===== config.mk =====
export PLATFORM = sky130hd
export DESIGN_NAME = pinmux_cfg_matrix_flat
export DESIGN_NICKNAME = d
export VERILOG_FILES = /design/src/rtl/pinmux_cfg_matrix_if.sv /design/src/rtl/pinmux_cfg_matrix.sv /design/src/flat_wrapper.sv
export SDC_FILE = /design/constraint.sdc
export NUM_CORES = 1
export LEC_CHECK = 0
export ABC_AREA = 1
export BUFFER_PORTS_ARGS = -buffer_cell sky130_fd_sc_hd__clkbuf_2
export CAP_MARGIN = 40
export CORE_MARGIN = 4
export CORE_UTILIZATION = 30
export DETAILED_ROUTE_END_ITERATION = 16
export PLACE_DENSITY_LB_ADDON = 0.25
export SETUP_SLACK_MARGIN = 0.1
export SLEW_MARGIN = 20
export SYNTH_ARGS = -nofsm -noshare
export SYNTH_HDL_FRONTEND = slang
export SYNTH_SLANG_ARGS = --single-unit

===== constraint.sdc =====
create_clock -name mclk -period 2.67 [get_ports mclk]
set_input_delay 0.1335 -clock mclk [delete_from_list [all_inputs] [get_ports mclk]]
set_output_delay 0.1335 -clock mclk [all_outputs]
set_load 0.02 [all_outputs]

===== src/rtl/pinmux_cfg_matrix_if.sv =====
// Register bus between a cfg master and pinmux_cfg_matrix.
// The request is held until reg_ack; read data is valid alongside reg_ack.
interface pinmux_cfg_matrix_if;
  logic        reg_cs;
  logic        reg_wr;
  logic [7:0]  reg_addr;
  logic [31:0] reg_wdata;
  logic [3:0]  reg_be;
  logic [31:0] reg_rdata;
  logic        reg_ack;

  modport master (
    output reg_cs, reg_wr, reg_addr, reg_wdata, reg_be,
    input  reg_rdata, reg_ack
  );

  modport slave (
    input  reg_cs, reg_wr, reg_addr, reg_wdata, reg_be,
    output reg_rdata, reg_ack
  );
endinterface


===== src/rtl/pinmux_cfg_matrix.sv =====
// Register-programmable pad function matrix: per-pad function select, 2-flop
// input synchronisers and an optional per-pad glitch filter with shared threshold.
module pinmux_cfg_matrix #(
  parameter int unsigned NPAD  = 38,
  parameter int unsigned NFUNC = 4,
  parameter int unsigned FLT_W = 4
) (
  input  logic                  mclk,
  input  logic                  reset_n,
  pinmux_cfg_matrix_if.slave    reg_bus,
  input  logic [NFUNC*NPAD-1:0] func_out,
  input  logic [NFUNC*NPAD-1:0] func_oeb,
  output logic [NFUNC*NPAD-1:0] func_in,
  input  logic [NPAD-1:0]       io_in,
  output logic [NPAD-1:0]       io_out,
  output logic [NPAD-1:0]       io_oeb
);

  localparam int unsigned SEL_W  = (NFUNC > 2) ? $clog2(NFUNC) : 1;
  localparam int unsigned WORD_W = 6;

  localparam logic [WORD_W-1:0] W_FLT_EN_LO = 6'd8;
  localparam logic [WORD_W-1:0] W_FLT_EN_HI = 6'd9;
  localparam logic [WORD_W-1:0] W_FLT_THR   = 6'd10;
  localparam logic [WORD_W-1:0] W_PAD_IN_LO = 6'd12;
  localparam logic [WORD_W-1:0] W_PAD_IN_HI = 6'd13;

  logic [SEL_W-1:0]  fsel      [NPAD];
  logic [SEL_W-1:0]  fsel_nx   [NPAD];
  logic [NPAD-1:0]   flt_en;
  logic [NPAD-1:0]   flt_en_nx;
  logic [FLT_W-1:0]  flt_thr;
  logic [FLT_W-1:0]  flt_thr_nx;

  logic [NPAD-1:0]   sync_q1;
  logic [NPAD-1:0]   sync_q2;
  logic [NPAD-1:0]   y_q;
  logic [NPAD-1:0]   y_nx;
  logic [FLT_W-1:0]  cnt_q     [NPAD];
  logic [FLT_W-1:0]  cnt_nx    [NPAD];

  logic              ack_q;
  logic [31:0]       rdata_q;
  logic [31:0]       rdata_c;
  logic              acc_c;
  logic              wr_c;
  logic              cfg_clr_c;
  logic [WORD_W-1:0] word_c;
  logic [31:0]       fsel_words [8];
  logic [63:0]       en64;
  logic [63:0]       y64;
  logic              unused_ok;

  assign acc_c  = reg_bus.reg_cs && !ack_q;
  assign wr_c   = acc_c && reg_bus.reg_wr;
  assign word_c = reg_bus.reg_addr[7:2];

  assign reg_bus.reg_ack   = ack_q;
  assign reg_bus.reg_rdata = rdata_q;

  // Function 0 is idle GPIO: its peripheral outputs never reach a pad.
  assign unused_ok = ^{reg_bus.reg_addr[1:0], reg_bus.reg_wdata,
                       func_out[NPAD-1:0], func_oeb[NPAD-1:0]};

  // Readback views: FSEL packed one nibble per pad, others zero-padded to 64 pads.
  always_comb begin
    for (int unsigned k = 0; k < 8; k++) fsel_words[k] = '0;
    for (int unsigned p = 0; p < NPAD; p++) begin
      fsel_words[p/8][(p%8)*4 +: SEL_W] = fsel[p];
    end
    en64 = 64'(flt_en);
    y64  = 64'(y_q);
  end

  always_comb begin
    rdata_c = '0;
    if (word_c < 6'd8) begin
      rdata_c = fsel_words[word_c[2:0]];
    end else begin
      case (word_c)
        W_FLT_EN_LO: rdata_c = en64[31:0];
        W_FLT_EN_HI: rdata_c = en64[63:32];
        W_FLT_THR:   rdata_c = 32'(flt_thr);
        W_PAD_IN_LO: rdata_c = y64[31:0];
        W_PAD_IN_HI: rdata_c = y64[63:32];
        default:     rdata_c = '0;
      endcase
    end
  end

  // Byte-enable merge of a write into the configuration registers.
  always_comb begin
    flt_en_nx  = flt_en;
    flt_thr_nx = flt_thr;
    for (int unsigned p = 0; p < NPAD; p++) begin
      fsel_nx[p] = fsel[p];
      if (wr_c && (word_c == WORD_W'(p/8)) && reg_bus.reg_be[(p%8)/2]) begin
        fsel_nx[p] = reg_bus.reg_wdata[(p%8)*4 +: SEL_W];
      end
      if (wr_c && (word_c == ((p < 32) ? W_FLT_EN_LO : W_FLT_EN_HI))
          && reg_bus.reg_be[(p%32)/8]) begin
        flt_en_nx[p] = reg_bus.reg_wdata[p%32];
      end
    end
    for (int unsigned b = 0; b < FLT_W; b++) begin
      if (wr_c && (word_c == W_FLT_THR) && reg_bus.reg_be[b/8]) begin
        flt_thr_nx[b] = reg_bus.reg_wdata[b];
      end
    end
    cfg_clr_c = (flt_en_nx != flt_en) || (flt_thr_nx != flt_thr);
  end

  always_ff @(posedge mclk or negedge reset_n) begin
    if (!reset_n) begin
      ack_q   <= 1'b0;
      rdata_q <= '0;
      flt_en  <= '0;
      flt_thr <= '0;
      for (int unsigned p = 0; p < NPAD; p++) fsel[p] <= '0;
    end else begin
      ack_q   <= acc_c;
      rdata_q <= (acc_c && !reg_bus.reg_wr) ? rdata_c : 32'h0;
      flt_en  <= flt_en_nx;
      flt_thr <= flt_thr_nx;
      for (int unsigned p = 0; p < NPAD; p++) fsel[p] <= fsel_nx[p];
    end
  end

  // Glitch filter: y follows s only after s has differed for flt_thr cycles.
  always_comb begin
    logic [FLT_W-1:0] cnt_inc;
    logic             filt_on;
    cnt_inc = '0;
    filt_on = 1'b0;
    y_nx    = y_q;
    for (int unsigned p = 0; p < NPAD; p++) begin
      cnt_inc   = (cnt_q[p] == '1) ? cnt_q[p] : cnt_q[p] + FLT_W'(1);
      filt_on   = flt_en[p] && (flt_thr != '0);
      cnt_nx[p] = '0;
      if (!filt_on) begin
        y_nx[p] = sync_q2[p];
      end else if (sync_q2[p] != y_q[p]) begin
        if (cnt_inc >= flt_thr) y_nx[p] = sync_q2[p];
        else                    cnt_nx[p] = cnt_inc;
      end
      if (cfg_clr_c) cnt_nx[p] = '0;
    end
  end

  always_ff @(posedge mclk or negedge reset_n) begin
    if (!reset_n) begin
      sync_q1 <= '0;
      sync_q2 <= '0;
      y_q     <= '0;
      for (int unsigned p = 0; p < NPAD; p++) cnt_q[p] <= '0;
    end else begin
      sync_q1 <= io_in;
      sync_q2 <= sync_q1;
      y_q     <= y_nx;
      for (int unsigned p = 0; p < NPAD; p++) cnt_q[p] <= cnt_nx[p];
    end
  end

  // Pad-side mux and per-function input routing, combinational from FSEL.
  always_comb begin
    io_out  = '0;
    io_oeb  = '1;
    func_in = '0;
    for (int unsigned p = 0; p < NPAD; p++) begin
      for (int unsigned f = 1; f < NFUNC; f++) begin
        if (fsel[p] == SEL_W'(f)) begin
          io_out[p] = func_out[f*NPAD+p];
          io_oeb[p] = func_oeb[f*NPAD+p];
        end
      end
      for (int unsigned f = 0; f < NFUNC; f++) begin
        func_in[f*NPAD+p] = y_q[p] && (fsel[p] == SEL_W'(f));
      end
    end
  end

endmodule


===== src/flat_wrapper.sv =====
// flat-port wrapper written by rule: the top's interface ports become plain ports
module pinmux_cfg_matrix_flat 
#(
  parameter int unsigned NPAD  = 38,
  parameter int unsigned NFUNC = 4,
  parameter int unsigned FLT_W = 4
)
  (mclk, reset_n, func_out, func_oeb, func_in, io_in, io_out, io_oeb, reg_bus_reg_cs, reg_bus_reg_wr, reg_bus_reg_addr, reg_bus_reg_wdata, reg_bus_reg_be, reg_bus_reg_rdata, reg_bus_reg_ack);
  pinmux_cfg_matrix_if reg_bus_i ();
  input  logic mclk;
  input  logic reset_n;
  input  logic [NFUNC*NPAD-1:0] func_out;
  input  logic [NFUNC*NPAD-1:0] func_oeb;
  output logic [NFUNC*NPAD-1:0] func_in;
  input  logic [NPAD-1:0] io_in;
  output logic [NPAD-1:0] io_out;
  output logic [NPAD-1:0] io_oeb;
  input wire logic [$bits(reg_bus_i.reg_cs)-1:0] reg_bus_reg_cs;
  input wire logic [$bits(reg_bus_i.reg_wr)-1:0] reg_bus_reg_wr;
  input wire logic [$bits(reg_bus_i.reg_addr)-1:0] reg_bus_reg_addr;
  input wire logic [$bits(reg_bus_i.reg_wdata)-1:0] reg_bus_reg_wdata;
  input wire logic [$bits(reg_bus_i.reg_be)-1:0] reg_bus_reg_be;
  output wire logic [$bits(reg_bus_i.reg_rdata)-1:0] reg_bus_reg_rdata;
  output wire logic [$bits(reg_bus_i.reg_ack)-1:0] reg_bus_reg_ack;
  assign reg_bus_i.reg_cs = reg_bus_reg_cs;
  assign reg_bus_i.reg_wr = reg_bus_reg_wr;
  assign reg_bus_i.reg_addr = reg_bus_reg_addr;
  assign reg_bus_i.reg_wdata = reg_bus_reg_wdata;
  assign reg_bus_i.reg_be = reg_bus_reg_be;
  assign reg_bus_reg_rdata = reg_bus_i.reg_rdata;
  assign reg_bus_reg_ack = reg_bus_i.reg_ack;
  pinmux_cfg_matrix #(.NPAD(NPAD), .NFUNC(NFUNC), .FLT_W(FLT_W)) u_core (.mclk(mclk), .reset_n(reset_n), .reg_bus(reg_bus_i), .func_out(func_out), .func_oeb(func_oeb), .func_in(func_in), .io_in(io_in), .io_out(io_out), .io_oeb(io_oeb));
endmodule

==> summary.log, run 1 <==
qor: power.worst_ir_drop_vdd 510 uV
qor: global_route.grt.total_usage 0.225
qor: place.gp_routability_congestion 0.914
qor: detailed_routing.drt-vias-per-instance 4.96
qor: setup_path.sequence_of_cells_on_the_critical_path inv_1, nor2_1, inv_1, o22ai_1, nor2_1, clkbuf_2
qor: floorplanning.die_h 303 um
qor: global_route.wire_length_of_the_first_global_routing_pass 155000 um
qor: finish.layout-drive-gt1-share 0.262
qor: sta.timing.setup.tns 0 ns
qor: clocking.tritoncts_num_sinks 417
qor: synthesis.synth.avg_cell_area 7.98 sq um
qor: sta.post-route-period-util 0.920
qor: finish.multi_input_area 0.0143 sq mm
qor: floorplanning.placement_rows 108
qor: sta.worst-slew-pin-transition 0.667 ns
qor: setup_path.worst_path_dominant_cell_family buffers and inverters
qor: floorplanning.core_area 0.0866 sq mm
qor: sta.final_critical_path_setup_slack 0.214 ns
qor: clocking.ctsLongestPathBuffers 3
qor: global_route.grt_pass1_vias 25.1k
qor: sta.finalSetupViolations 0
qor: clocking.clock_latency 0.62 ns
qor: detailed_routing.routed_wl 109000 um
qor: setup_path.end_kind output port
qor: worst_hold_path.worstHoldPathType input pin to async pin
qor: floorplanning.pin_count 651
qor: outcome.outcome finished clean
qor: setup_path.regToRegStartpoint u_core.cnt_q[44]$_DFF_PN0_
qor: sta.finClkSkew 0.0291 ns
qor: clocking.clk_pin_slew 0.06 ns
qor: setup_path.cp-startpoint u_core.fsel[19]$_DFFE_PN0P_
qor: detailed_routing.route.detailed.drc 0
qor: power.post-layout-total-power 22.0 mW
qor: finish.nets 4618
qor: setup_path.critical_path.endpoint io_oeb[28]
qor: place.placement.io_buffers 572
qor: setup_path.critical_path.max_stage_delay 0.52 ns
qor: setup_path.critical_path_buf_inv_count 3
qor: finish.seq_area 0.0104 sq mm
qor: sta.period_minus_slack 2.46 ns
qor: global_route.grt_overflow_total 0
qor: setup_path.required 2.54 ns
qor: detailed_routing.detail_route.iter0.violations 1848
qor: sta.rsz0062_at_grt true
qor: place.preCtsSetupSlack 0.0933 ns
qor: detailed_routing.detail_route.first_pass.iterations 5
qor: detailed_routing.vias 26.0k
qor: place.place.detailed.hpwl 83000 um
qor: power.power.density 635 mW/mm^2
qor: synthesis.ys.flop_type sky130_fd_sc_hd__dfrtp_1
qor: finish.final_common_cell sky130_fd_sc_hd__clkbuf_2
qor: global_route.grt_start_max_net_pins 80
qor: floorplanning.die_area 0.0920 sq mm
qor: power.p_leak 17.6 nW
qor: sta.clock.fmax 407 MHz
qor: sta.final-hold-violation-count 0
qor: finish.syn_to_final_growth 32.3%
qor: setup_path.crit-reg2reg-capture u_core.cnt_q[44]$_DFF_PN0_
qor: setup_path.critPathSlowestCell sky130_fd_sc_hd__dfrtp_1
qor: finish.fin_util 0.400
qor: setup_path.worstSetupPathType flop to output port
qor: clocking.tritoncts done
qor: sta.maxSlewViolCount 0
qor: synthesis.synthDistinctLibCells 47
qor: floorplanning.die_width 303 um
qor: setup_path.timing.critical_path.depth 6
qor: detailed_routing.wl_per_cell 20.9 um
qor: detailed_routing.ant_nets 0
qor: finish.number_of_fill_cells 8997
qor: synthesis.syn_nets 3858
qor: floorplanning.initial_utilization 0.302
qor: flow_run.max_cap_viol_count 0
qor: clocking.clockRootBuffer sky130_fd_sc_hd__clkbuf_16
qor: synthesis.yosysSeqAreaShare 0.399
qor: global_route.grt_antenna_before_repair 15
qor: setup_path.regToRegSetupSlack 0.23 ns
qor: sta.timing.hold.ws 0.0321 ns
qor: synthesis.netlist_area 0.0262 sq mm
qor: setup_path.worst_r2r_path_depth 14
qor: setup_path.crit_path_max_fanout 5
qor: synthesis.synth-warning-count 0
qor: synthesis.async_flop_share 1.00
qor: sta.timing.slew.headroom 0.551
qor: setup_path.startpoint_type flop
qor: finish.most-common-layout-cells sky130_fd_sc_hd__clkbuf_2 (571), sky130_fd_sc_hd__nand2_1 (548), sky130_fd_sc_hd__nor2_1 (449)
qor: clocking.htree_num_levels 2
qor: synthesis.ys_ff_latch 417
qor: setup_path.timing.critical_path.arrival 2.32 ns
qor: clocking.tritoncts.num_buffers 50
qor: synthesis.synth_enable_flop_cells 0
qor: synthesis.synthesis.instances 3278
[where the power goes]
group	internal (mW)	leakage, nW	switching (mW)	total, mW
clock network	4.56	0.860	3.00	7.56
registers	7.01	5.35	0.681	7.69
logic	2.73	11.3	3.98	6.71
total	14.3	17.6	7.66	22.0
[repair_timing]
action                                  CTS  global route
buffers inserted                          0            23
resized for setup                         1           103
endpoints found under the hold margin   525             0
pin swaps                                 0            59
endpoints found under the setup margin    4           152
gates cloned                              0             6
hold buffers                             76             0
[per-layer routing]
| metal | global-route usage | part of all wire |
|---|---|---|
| met4 | 0.0603 | 0.024 |
| met3 | 0.0442 | 0.077 |
| met2 | 0.385 | 0.48 |
| met1 | 0.290 | 0.42 |
| met5 | 0 | 0.00025 |
[logic make-up (layout without fill, tap and decap cells)]
| family | after synthesis | count (layout) | synth area share |
|---|---|---|---|
| AO/OA/AOI/OAI | 390 | 390 | 0.0872 |
| XOR/XNOR | 133 | 133 | 0.0445 |
| adder cells (fa/ha/maj) | 190 | 190 | 0.0909 |
| buffers and inverters | 490 | 1288 | 0.0774 |
| flip-flops | 417 | 417 | 0.399 |
| multiplexers | 38 | 38 | 0.0164 |
| other | 0 | 7 | 0 |
| AND/OR/NAND/NOR | 1620 | 1622 | 0.285 |
[area by class of cell]
type                       instances  share of cell area
timing repair buffer             811               0.150
tap                             1155              0.0418
clock buffer                      62              0.0398
multi-input combinational       2373               0.412
sequential                       417               0.302
clock inverter                    30              0.0126
antenna                            7            0.000506
inverter                         385              0.0418
[cell usage after synthesis, types with 4 or more instances]
| master | n | area (sq um) |
|---|---|---|
| sky130_fd_sc_hd__nand2_1 | 552 | 2070 |
| sky130_fd_sc_hd__nor3_1 | 170 | 851 |
| sky130_fd_sc_hd__a22oi_1 | 20 | 150 |
| sky130_fd_sc_hd__buf_4 | 11 | 82.6 |
| sky130_fd_sc_hd__a211oi_1 | 4 | 30.0 |
| sky130_fd_sc_hd__nand3_2 | 4 | 40.0 |
| sky130_fd_sc_hd__nand2_2 | 4 | 25.0 |
| sky130_fd_sc_hd__nor2_1 | 451 | 1690 |
| sky130_fd_sc_hd__nor2_2 | 7 | 43.8 |
| sky130_fd_sc_hd__buf_2 | 18 | 90.1 |
| sky130_fd_sc_hd__buf_6 | 4 | 45.0 |
| sky130_fd_sc_hd__inv_1 | 380 | 1430 |
| sky130_fd_sc_hd__a21oi_1 | 88 | 440 |
| sky130_fd_sc_hd__o22ai_1 | 65 | 407 |
| sky130_fd_sc_hd__o211ai_1 | 39 | 293 |
| sky130_fd_sc_hd__mux2_2 | 38 | 428 |
| sky130_fd_sc_hd__xnor2_1 | 58 | 508 |
| sky130_fd_sc_hd__dfrtp_1 | 417 | 10400 |
| sky130_fd_sc_hd__buf_8 | 8 | 120 |
| sky130_fd_sc_hd__o21ai_0 | 146 | 731 |
| sky130_fd_sc_hd__ha_1 | 190 | 2380 |
| sky130_fd_sc_hd__xor2_1 | 75 | 657 |
| sky130_fd_sc_hd__clkbuf_1 | 61 | 229 |
| sky130_fd_sc_hd__nor3_2 | 80 | 801 |
| sky130_fd_sc_hd__nand4_1 | 71 | 444 |
| sky130_fd_sc_hd__a221oi_1 | 15 | 131 |
| sky130_fd_sc_hd__nor4_1 | 4 | 25.0 |
| sky130_fd_sc_hd__nand3_1 | 268 | 1340 |
[flip-flops by register name, summed over array words and instances, names as in the netlist, 4 cells and up]
name	cells
u_core.cnt_q	152
u_core.sync_q1	38
u_core.flt_en	38
u_core.flt_thr	4
u_core.y_q	38
u_core.fsel	76
u_core.reg_bus.reg_rdata	32
u_core.sync_q2	38
[stage by stage]
step / cells / cell area (sq um)
2_1_floorplan: 3278 / 26200
3_3_place_gp: 5036 / 31200
3_5_place_dp: 5036 / 31200
4_1_cts: 5204 / 33800
5_1_grt: 5237 / 34600
6_report: 5240 / 34600
[worst min-delay path by stage]
stage                            from                                endpoint  slack, ns  cells past startpoint
finish                        reset_n  u_core.reg_bus.reg_rdata[26]$_DFF_PN0_       0.03                      2
detailed placement            reset_n  u_core.reg_bus.reg_rdata[26]$_DFF_PN0_       0.07                      1
floorplan                     reset_n               u_core.cnt_q[0]$_DFF_PN0_      -0.16                      0
CTS                 reg_bus_reg_be[1]             u_core.flt_en[11]$_DFF_PN0_     0.0006                      5
global placement              reset_n  u_core.reg_bus.reg_rdata[26]$_DFF_PN0_       0.08                      1
global route                  reset_n  u_core.reg_bus.reg_rdata[26]$_DFF_PN0_       0.05                      2
Note: power is estimated with default switching activity, not from simulation.
==> run 2, diff against run 1 <==
==> constraint.sdc (replaced) <==
create_clock -name mclk -period 2.67 [get_ports mclk]
set_input_delay 0.534 -clock mclk [delete_from_list [all_inputs] [get_ports mclk]]
set_output_delay 0.534 -clock mclk [all_outputs]
set_load 0.02 [all_outputs]
==> run 2 against run 1 <==
Compared with the run above:
- final area is 0.50% lower
- clock skew fell by 0.0053 ns
- non-clock buffer count down 9
- global-route usage rose by 0.059 points
- via count fell by 0.52%
- sequential power is essentially flat
- highest routed layer unchanged
- power decreased by 1.2%
- clock power is 3.0% lower
- largest cell class unchanged
==> summary.log, run 2 (synthesis gave the netlist of run 1 again) <==
qor: sta.timing.slew.headroom 0.580
qor: setup_path.critical_path.max_stage_delay 0.57 ns
qor: finish.layout-drive-gt1-share 0.281
qor: power.post-layout-total-power 21.7 mW
qor: clocking.htree_num_levels 2
qor: setup_path.worst_path_dominant_cell_family simple AND/OR/NAND/NOR gates
qor: setup_path.end_kind output port
qor: setup_path.startpoint_type flop
qor: global_route.grt_overflow_total 0
qor: clocking.tritoncts_num_sinks 417
qor: floorplanning.initial_utilization 0.302
qor: sta.finalSetupViolations 0
qor: place.gp_routability_congestion 0.905
qor: sta.final-hold-violation-count 0
qor: finish.nets 4606
qor: power.p_leak 17.6 nW
qor: detailed_routing.routed_wl 107000 um
qor: clocking.clk_pin_slew 0.06 ns
qor: setup_path.critical_path_buf_inv_count 1
qor: outcome.outcome finished clean
qor: detailed_routing.ant_nets 0
qor: floorplanning.core_area 0.0866 sq mm
qor: clocking.clockRootBuffer sky130_fd_sc_hd__clkbuf_16
qor: detailed_routing.wl_per_cell 20.6 um
qor: detailed_routing.vias 25.8k
qor: detailed_routing.drt-vias-per-instance 4.95
qor: global_route.grt_start_max_net_pins 70
qor: global_route.grt.total_usage 0.225
qor: floorplanning.pin_count 651
qor: worst_hold_path.worstHoldPathType input pin to flop
qor: sta.final_critical_path_setup_slack 0.167 ns
qor: floorplanning.die_area 0.0920 sq mm
qor: finish.largest-register u_core.cnt_q
qor: floorplanning.die_width 303 um
qor: clocking.tritoncts.num_buffers 49
qor: power.worst_ir_drop_vdd 404 uV
qor: place.preCtsSetupSlack -0.212 ns
qor: finish.largest_register_ffs 152
qor: place.placement.io_buffers 572
qor: sta.period_minus_slack 2.50 ns
qor: finish.syn_to_final_growth 31.6%
qor: clocking.clock_latency 0.60 ns
qor: detailed_routing.detail_route.iter0.violations 1958
qor: finish.most-common-layout-cells sky130_fd_sc_hd__clkbuf_2 (571), sky130_fd_sc_hd__nand2_1 (545), sky130_fd_sc_hd__nor2_1 (444)
qor: global_route.grt_pass1_vias 25.1k
qor: sta.maxSlewViolCount 0
qor: finish.multi_input_area 0.0143 sq mm
qor: floorplanning.placement_rows 108
qor: setup_path.sequence_of_cells_on_the_critical_path nand2_1, nor2_1, clkbuf_2
qor: global_route.grt_antenna_before_repair 11
qor: setup_path.critPathSlowestCell sky130_fd_sc_hd__dfrtp_1
qor: finish.seq_area 0.0104 sq mm
qor: finish.number_of_fill_cells 8911
qor: flow_run.max_cap_viol_count 0
qor: setup_path.worstSetupPathType flop to output port
qor: sta.post-route-period-util 0.938
qor: place.place.detailed.hpwl 86000 um
qor: sta.worst-slew-pin-transition 0.629 ns
qor: floorplanning.die_h 303 um
qor: global_route.wire_length_of_the_first_global_routing_pass 155000 um
qor: clocking.tritoncts done
qor: setup_path.timing.critical_path.arrival 1.97 ns
qor: detailed_routing.route.detailed.drc 0
qor: sta.clock.fmax 399 MHz
qor: finish.final-instance-count-excl-fill 5223
qor: finish.biggest_regs u_core.cnt_q x152, u_core.fsel x76
qor: clocking.ctsLongestPathBuffers 3
qor: finish.final_common_cell sky130_fd_sc_hd__clkbuf_2
qor: sta.finClkSkew 0.0238 ns
qor: place.number_of_cells_in_the_design_after_placement 5103
qor: sta.rsz0062_at_grt true
qor: detailed_routing.detail_route.first_pass.iterations 5
qor: power.power.density 630 mW/mm^2
qor: setup_path.required 2.14 ns
qor: finish.fin_util 0.398
qor: setup_path.crit_path_max_fanout 8
## run 2: cell types whose count changed in the layout (fill, tap and decap cells not counted), moves of 4 or more
cell                            previous run  this run
sky130_fd_sc_hd__buf_4                   138       188
sky130_fd_sc_hd__ha_1                    172       165
sky130_fd_sc_hd__clkbuf_8                  6        11
sky130_fd_sc_hd__clkinvlp_4                9         3
sky130_fd_sc_hd__buf_12                   19        33
sky130_fd_sc_hd__dlygate4sd3_1            76         9
sky130_fd_sc_hd__inv_1                   377       372
sky130_fd_sc_hd__ha_2                     11        18
sky130_fd_sc_hd__clkbuf_16                53        49
sky130_fd_sc_hd__nor2_1                  449       444
## run 2: final timing paths
kind	cells after the start	to	startpoint	slack, ns
worst max-delay path	3	func_in[140]	u_core.fsel[22]$_DFFE_PN0P_	0.17
worst min-delay path	1	u_core.sync_q1[3]$_DFF_PN0_	io_in[3]	0.04
worst max register to register	12	u_core.cnt_q[110]$_DFF_PN0_	u_core.cnt_q[108]$_DFF_PN0_	0.20
worst min register to register	0	u_core.sync_q2[37]$_DFF_PN0_	u_core.sync_q1[37]$_DFF_PN0_	0.35
max in group asynchronous	3	u_core.fsel[21]$_DFFE_PN0P_	reset_n	1.47
min in group asynchronous	2	u_core.cnt_q[58]$_DFF_PN0_	reset_n	0.44
## run 2: final cells by class
type | count | share of cell area
antenna | 4 | 0.000291
clock buffer | 68 | 0.0409
clock inverter | 21 | 0.00981
inverter | 385 | 0.0423
multi-input combinational | 2371 | 0.415
sequential | 417 | 0.303
tap | 1155 | 0.0420
timing repair buffer | 802 | 0.146
## run 2: worst reg2reg max path, stage by stage (launching register included)
cell,delay (ns)
sky130_fd_sc_hd__dfrtp_1,0.39
sky130_fd_sc_hd__ha_1,0.23
sky130_fd_sc_hd__nand3_1,0.16
sky130_fd_sc_hd__mux2_2,0.37
sky130_fd_sc_hd__ha_1,0.29
sky130_fd_sc_hd__inv_1,0.06
sky130_fd_sc_hd__nor2_1,0.03
sky130_fd_sc_hd__o211ai_1,0.15
sky130_fd_sc_hd__nand3_1,0.12
sky130_fd_sc_hd__nor3_1,0.19
sky130_fd_sc_hd__buf_4,0.16
sky130_fd_sc_hd__nand2_1,0.05
sky130_fd_sc_hd__nor3_1,0.18
## run 2: power by group
group	total, mW	internal (mW)	switching (mW)
Clock	7.33	4.46	2.87
Combinational	6.67	2.72	3.95
Sequential	7.70	7.02	0.682
Total	21.7	14.2	7.50
## run 2: per-layer routing
metal  up-vias  global-route usage  part of all wire
li1      12500                   -                 -
met1     12400               0.294              0.43
met2       880               0.394              0.48
met3       116              0.0371             0.067
met4        10              0.0507             0.020
met5         -                   0           0.00054
## run 2: what timing repair did
item / 4_1_cts / 5_1_grt
endpoints found under the hold margin: 38 / 0
pin swaps: 0 / 69
hold buffers: 9 / 0
buffers inserted: 1 / 17
resized for setup: 10 / 117
endpoints found under the setup margin: 10 / 150
cloned: 0 / 0
## run 2: through the flow
stage / cell area [sq um] / hold WS [ns] / TNS, ns
after floorplan: 26200 / 0.238 / 0
after global placement: 31900 / 0.333 / -18.69
after detailed placement: 31900 / 0.335 / -22.44
after CTS: 33700 / 0.000638 / 0
after global routing: 34400 / 0.0140 / 0
final: 34400 / 0.0388 / 0
==> run 3, diff against run 2 <==
--- a/config.mk
+++ b/config.mk
@@ -5,7 +5,6 @@
 export SDC_FILE = /design/constraint.sdc
 export NUM_CORES = 1
 export LEC_CHECK = 0
-export ABC_AREA = 1
 export BUFFER_PORTS_ARGS = -buffer_cell sky130_fd_sc_hd__clkbuf_2
 export CAP_MARGIN = 40
 export CORE_MARGIN = 4
==> run 3 against run 2 <==
Compared with the run above:
- critical endpoint is now u_core.cnt_q[82]$_DFF_PN0_
- final area up 9.8%
- flip-flop and latch count unchanged
- the flow now finishes with violations (setup timing)
- critical path depth up 7
- worst hold slack about the same
- global-route usage about the same
- final cell count down 15%
- largest cell class unchanged
- via count down 10%
- first-iteration DRC count down 29%
- routed wire length down 1.2%
- clock power down 2%
- highest routed layer unchanged
==> summary.log, run 3 <==
qor: outcome.outcome complete, but fails checks
qor: outcome.violations setup timing
qor: global_route.grt.total_usage 0.225
qor: synthesis.netlist_area 0.0250 sq mm
qor: sta.maxSlewViolCount 0
qor: synthesis.most_used_standard_cell_by_instance_count_after_synthesis sky130_fd_sc_hd__dfrtp_1
qor: setup_path.cp-startpoint u_core.cnt_q[81]$_DFF_PN0_
qor: finish.most-common-layout-cells sky130_fd_sc_hd__clkbuf_2 (569), sky130_fd_sc_hd__dfrtp_1 (395), sky130_fd_sc_hd__buf_4 (358)
qor: clocking.tritoncts_num_sinks 417
qor: clocking.clock_latency 0.60 ns
qor: detailed_routing.detail_route.first_pass.iterations 5
qor: finish.syn_to_final_growth 51.1%
qor: finish.layout-drive-gt1-share 0.503
qor: flow_run.max_cap_viol_count 0
qor: setup_path.required 3.16 ns
qor: sta.final-hold-violation-count 0
qor: place.gp_routability_congestion 0.902
qor: detailed_routing.route.detailed.drc 0
qor: power.p_leak 17.2 nW
qor: detailed_routing.m1WireLength 44200 um
qor: detailed_routing.drt-vias-per-instance 5.21
qor: setup_path.startpoint_type flop
qor: power.internal_power 11.5 mW
qor: synthesis.syn_nets 3015
qor: floorplanning.pin_count 651
qor: floorplanning.die_h 297 um
qor: floorplanning.die_area 0.0881 sq mm
qor: synthesis.synth.avg_cell_area 10.3 sq um
qor: global_route.grt_start_max_net_pins 88
qor: synthesis.synth.top_cells.by_area sky130_fd_sc_hd__dfrtp_1 (42%), sky130_fd_sc_hd__mux2_2 (10%), sky130_fd_sc_hd__ha_1 (9.5%)
qor: detailed_routing.met3WireLength 7600 um
qor: setup_path.timing.critical_path.arrival 3.17 ns
qor: detailed_routing.ant_nets 0
qor: detailed_routing.wl_met2 51300 um
qor: global_route.grt_antenna_before_repair 16
qor: setup_path.regToRegStartpoint u_core.cnt_q[81]$_DFF_PN0_
qor: sta.rsz0062_at_grt true
qor: clocking.tritoncts.num_buffers 49
qor: synthesis.async_flop_share 1.00
qor: detailed_routing.detail_route.iter0.violations 1386
qor: sta.clock.fmax 374 MHz
qor: power.worst_ir_drop_vdd 425 uV
qor: finish.biggest_regs u_core.cnt_q x152, u_core.fsel x76
qor: clocking.tritoncts done
qor: global_route.wire_length_of_the_first_global_routing_pass 150000 um
qor: synthesis.parity_gate_share_of_the_synthesized_area_counting_xor_and_xnor_cells 0.0333
qor: clocking.clk_pin_slew 0.06 ns
qor: synthesis.yosysTopAreaCellShare 0.417
qor: finish.stdcell_area 0.0378 sq mm
qor: synthesis.synthMuxAreaShare 0.132
qor: sta.post-route-period-util 1.00
qor: sta.timing.setup.tns -0.00265 ns
qor: finish.nets 3901
qor: sta.worst-slew-pin-transition 0.680 ns
qor: setup_path.crit_path_max_fanout 3
qor: detailed_routing.top_signal_layer_used met5
qor: synthesis.synth_enable_flop_cells 0
qor: global_route.grt_overflow_total 0
qor: synthesis.synthesis.instances 2435
qor: place.place.detailed.hpwl 79800 um
qor: synthesis.ys.flop_type sky130_fd_sc_hd__dfrtp_1
qor: power.swShare 0.267
qor: worst_hold_path.holdCritStartpoint io_in[12]
qor: finish.final_common_cell sky130_fd_sc_hd__clkbuf_2
qor: clocking.ctsLongestPathBuffers 3
qor: place.post_dp_cell_area 0.0314 sq mm
qor: power.p_switching 4.20 mW
qor: clocking.clockRootBuffer sky130_fd_sc_hd__clkbuf_16
qor: detailed_routing.routed_wl 106000 um
qor: setup_path.worstSetupPathType flop to flop
qor: synthesis.compound_gate_fraction_of_synth_area 0.0922
qor: sta.finalSetupViolations 1
qor: floorplanning.core_area 0.0824 sq mm
qor: synthesis.post_synthesis_share_of_cell_area_spent_on_full_adders_half_adders_and_majority_gates 0.0950
qor: place.placement.io_buffers 572
qor: power.power.density 416 mW/mm^2
qor: sta.period_minus_slack 2.67 ns
qor: detailed_routing.wl_per_cell 23.9 um
qor: clocking.htree_num_levels 2
qor: sta.timing.slew.headroom 0.543
qor: synthesis.synth_top_cell_by_area sky130_fd_sc_hd__dfrtp_1
qor: synthesis.combinational_family_with_the_most_area_after_synthesis simple AND/OR/NAND/NOR gates
qor: sta.finClkSkew 0.0340 ns
qor: floorplanning.placement_rows 105
qor: synthesis.synth_commonest_cells sky130_fd_sc_hd__dfrtp_1 (417), sky130_fd_sc_hd__mux2_2 (229), sky130_fd_sc_hd__ha_1 (190)
qor: power.clockPowerShare 0.456
qor: finish.number_of_fill_cells 7621
qor: synthesis.ys_ff_latch 417
qor: synthesis.synth_simple_gate_area_share 0.196
qor: sta.final_critical_path_setup_slack -0.00265 ns
qor: setup_path.end_kind flop
qor: global_route.grt_pass1_vias 23.0k
qor: worst_hold_path.worstHoldPathType input pin to flop
qor: finish.largest-register u_core.cnt_q
qor: finish.largest_register_ffs 152
qor: synthesis.yosysSeqAreaShare 0.417
qor: synthesis.synthDistinctLibCells 58
qor: power.combinationalPowerShare 0.113
qor: power.seq_power_share 0.431
qor: floorplanning.initial_utilization 0.304
qor: synthesis.synth-warning-count 0
qor: floorplanning.die_width 297 um
qor: detailed_routing.vias 23.1k
run 3: through the flow:
stage,power [mW],hold slack (ns),setup slack [ns],util,instances
floorplan,7.54,0.238,-0.0151,-,2435
global placement,8.56,0.334,-0.303,0.381,4202
detailed placement,8.57,0.336,-0.283,0.381,4202
CTS,15.8,0.0114,0.0599,0.421,4349
global route,16.3,0.0163,-0.142,0.459,4434
finish,15.7,0.0389,-0.00265,0.459,4438
run 3: worst paths after layout:
kind                            cells after the start  slack, ns                           end
worst max-delay path                               10     -0.003    u_core.cnt_q[82]$_DFF_PN0_
worst min-delay path                                1       0.04  u_core.sync_q1[12]$_DFF_PN0_
worst max register to register                     10     -0.003    u_core.cnt_q[82]$_DFF_PN0_
worst min register to register                      0       0.35   u_core.sync_q2[1]$_DFF_PN0_
max in group asynchronous                           4       1.29   u_core.fsel[58]$_DFFE_PN0P_
min in group asynchronous                           2       0.42   u_core.fsel[60]$_DFFE_PN0P_
run 3: kinds of logic after synthesis:
kind of cell,Yosys count
muxes,283
and+or+nand+nor,903
AOI/OAI and AO/OA,330
adders and majority gates,190
DFF,417
buffers and inverters,217
xor gates and xnor gates,95
run 3: cell type report:
class                      instances  area (sq um)  share of cell area
clock inverter                    18           249             0.00659
sequential                       417         10500               0.277
inverter                          79           300             0.00794
multi-input combinational       1801         17700               0.468
antenna                            9          22.5            0.000596
clock buffer                      71          1440              0.0381
tap                             1070          1340              0.0354
timing repair buffer             973          6280               0.166
run 3: critical path, cell delays in order, from the launching register on:
cell                        delay, ns
sky130_fd_sc_hd__dfrtp_1         0.36
sky130_fd_sc_hd__ha_2            0.22
sky130_fd_sc_hd__nand3_4         0.10
sky130_fd_sc_hd__xnor2_2         0.21
sky130_fd_sc_hd__ha_1            0.25
sky130_fd_sc_hd__nand2b_4        0.13
sky130_fd_sc_hd__a21o_1          0.15
sky130_fd_sc_hd__a21o_1          0.19
sky130_fd_sc_hd__a2111oi_4       0.38
sky130_fd_sc_hd__nand4_1         0.24
sky130_fd_sc_hd__nor4_1          0.33
run 3: what timing repair did:
item / CTS / global route
buffers inserted: 57 / 82
endpoints found under the setup margin: 203 / 196
resized for setup: 200 / 366
hold buffers: 1 / 0
pin swaps: 145 / 192
endpoints found under the hold margin: 25 / 0
cloned: 0 / 0
run 3: per-layer routing:
metal  track usage  vias up
met3        0.0499      141
met5             0        -
met4        0.0620        2
met2         0.383      778
met1         0.290    11500
li1              -    10700
run 3: power groups by stage:
stage / logic (mW) / registers, mW / clock network (mW)
final: 1.78 / 6.79 / 7.17
after global routing: 1.92 / 6.81 / 7.58
after CTS: 1.73 / 6.79 / 7.31
after detailed placement: 1.67 / 6.90 / 0
after global placement: 1.66 / 6.90 / 0
after floorplan: 0.855 / 6.68 / 0
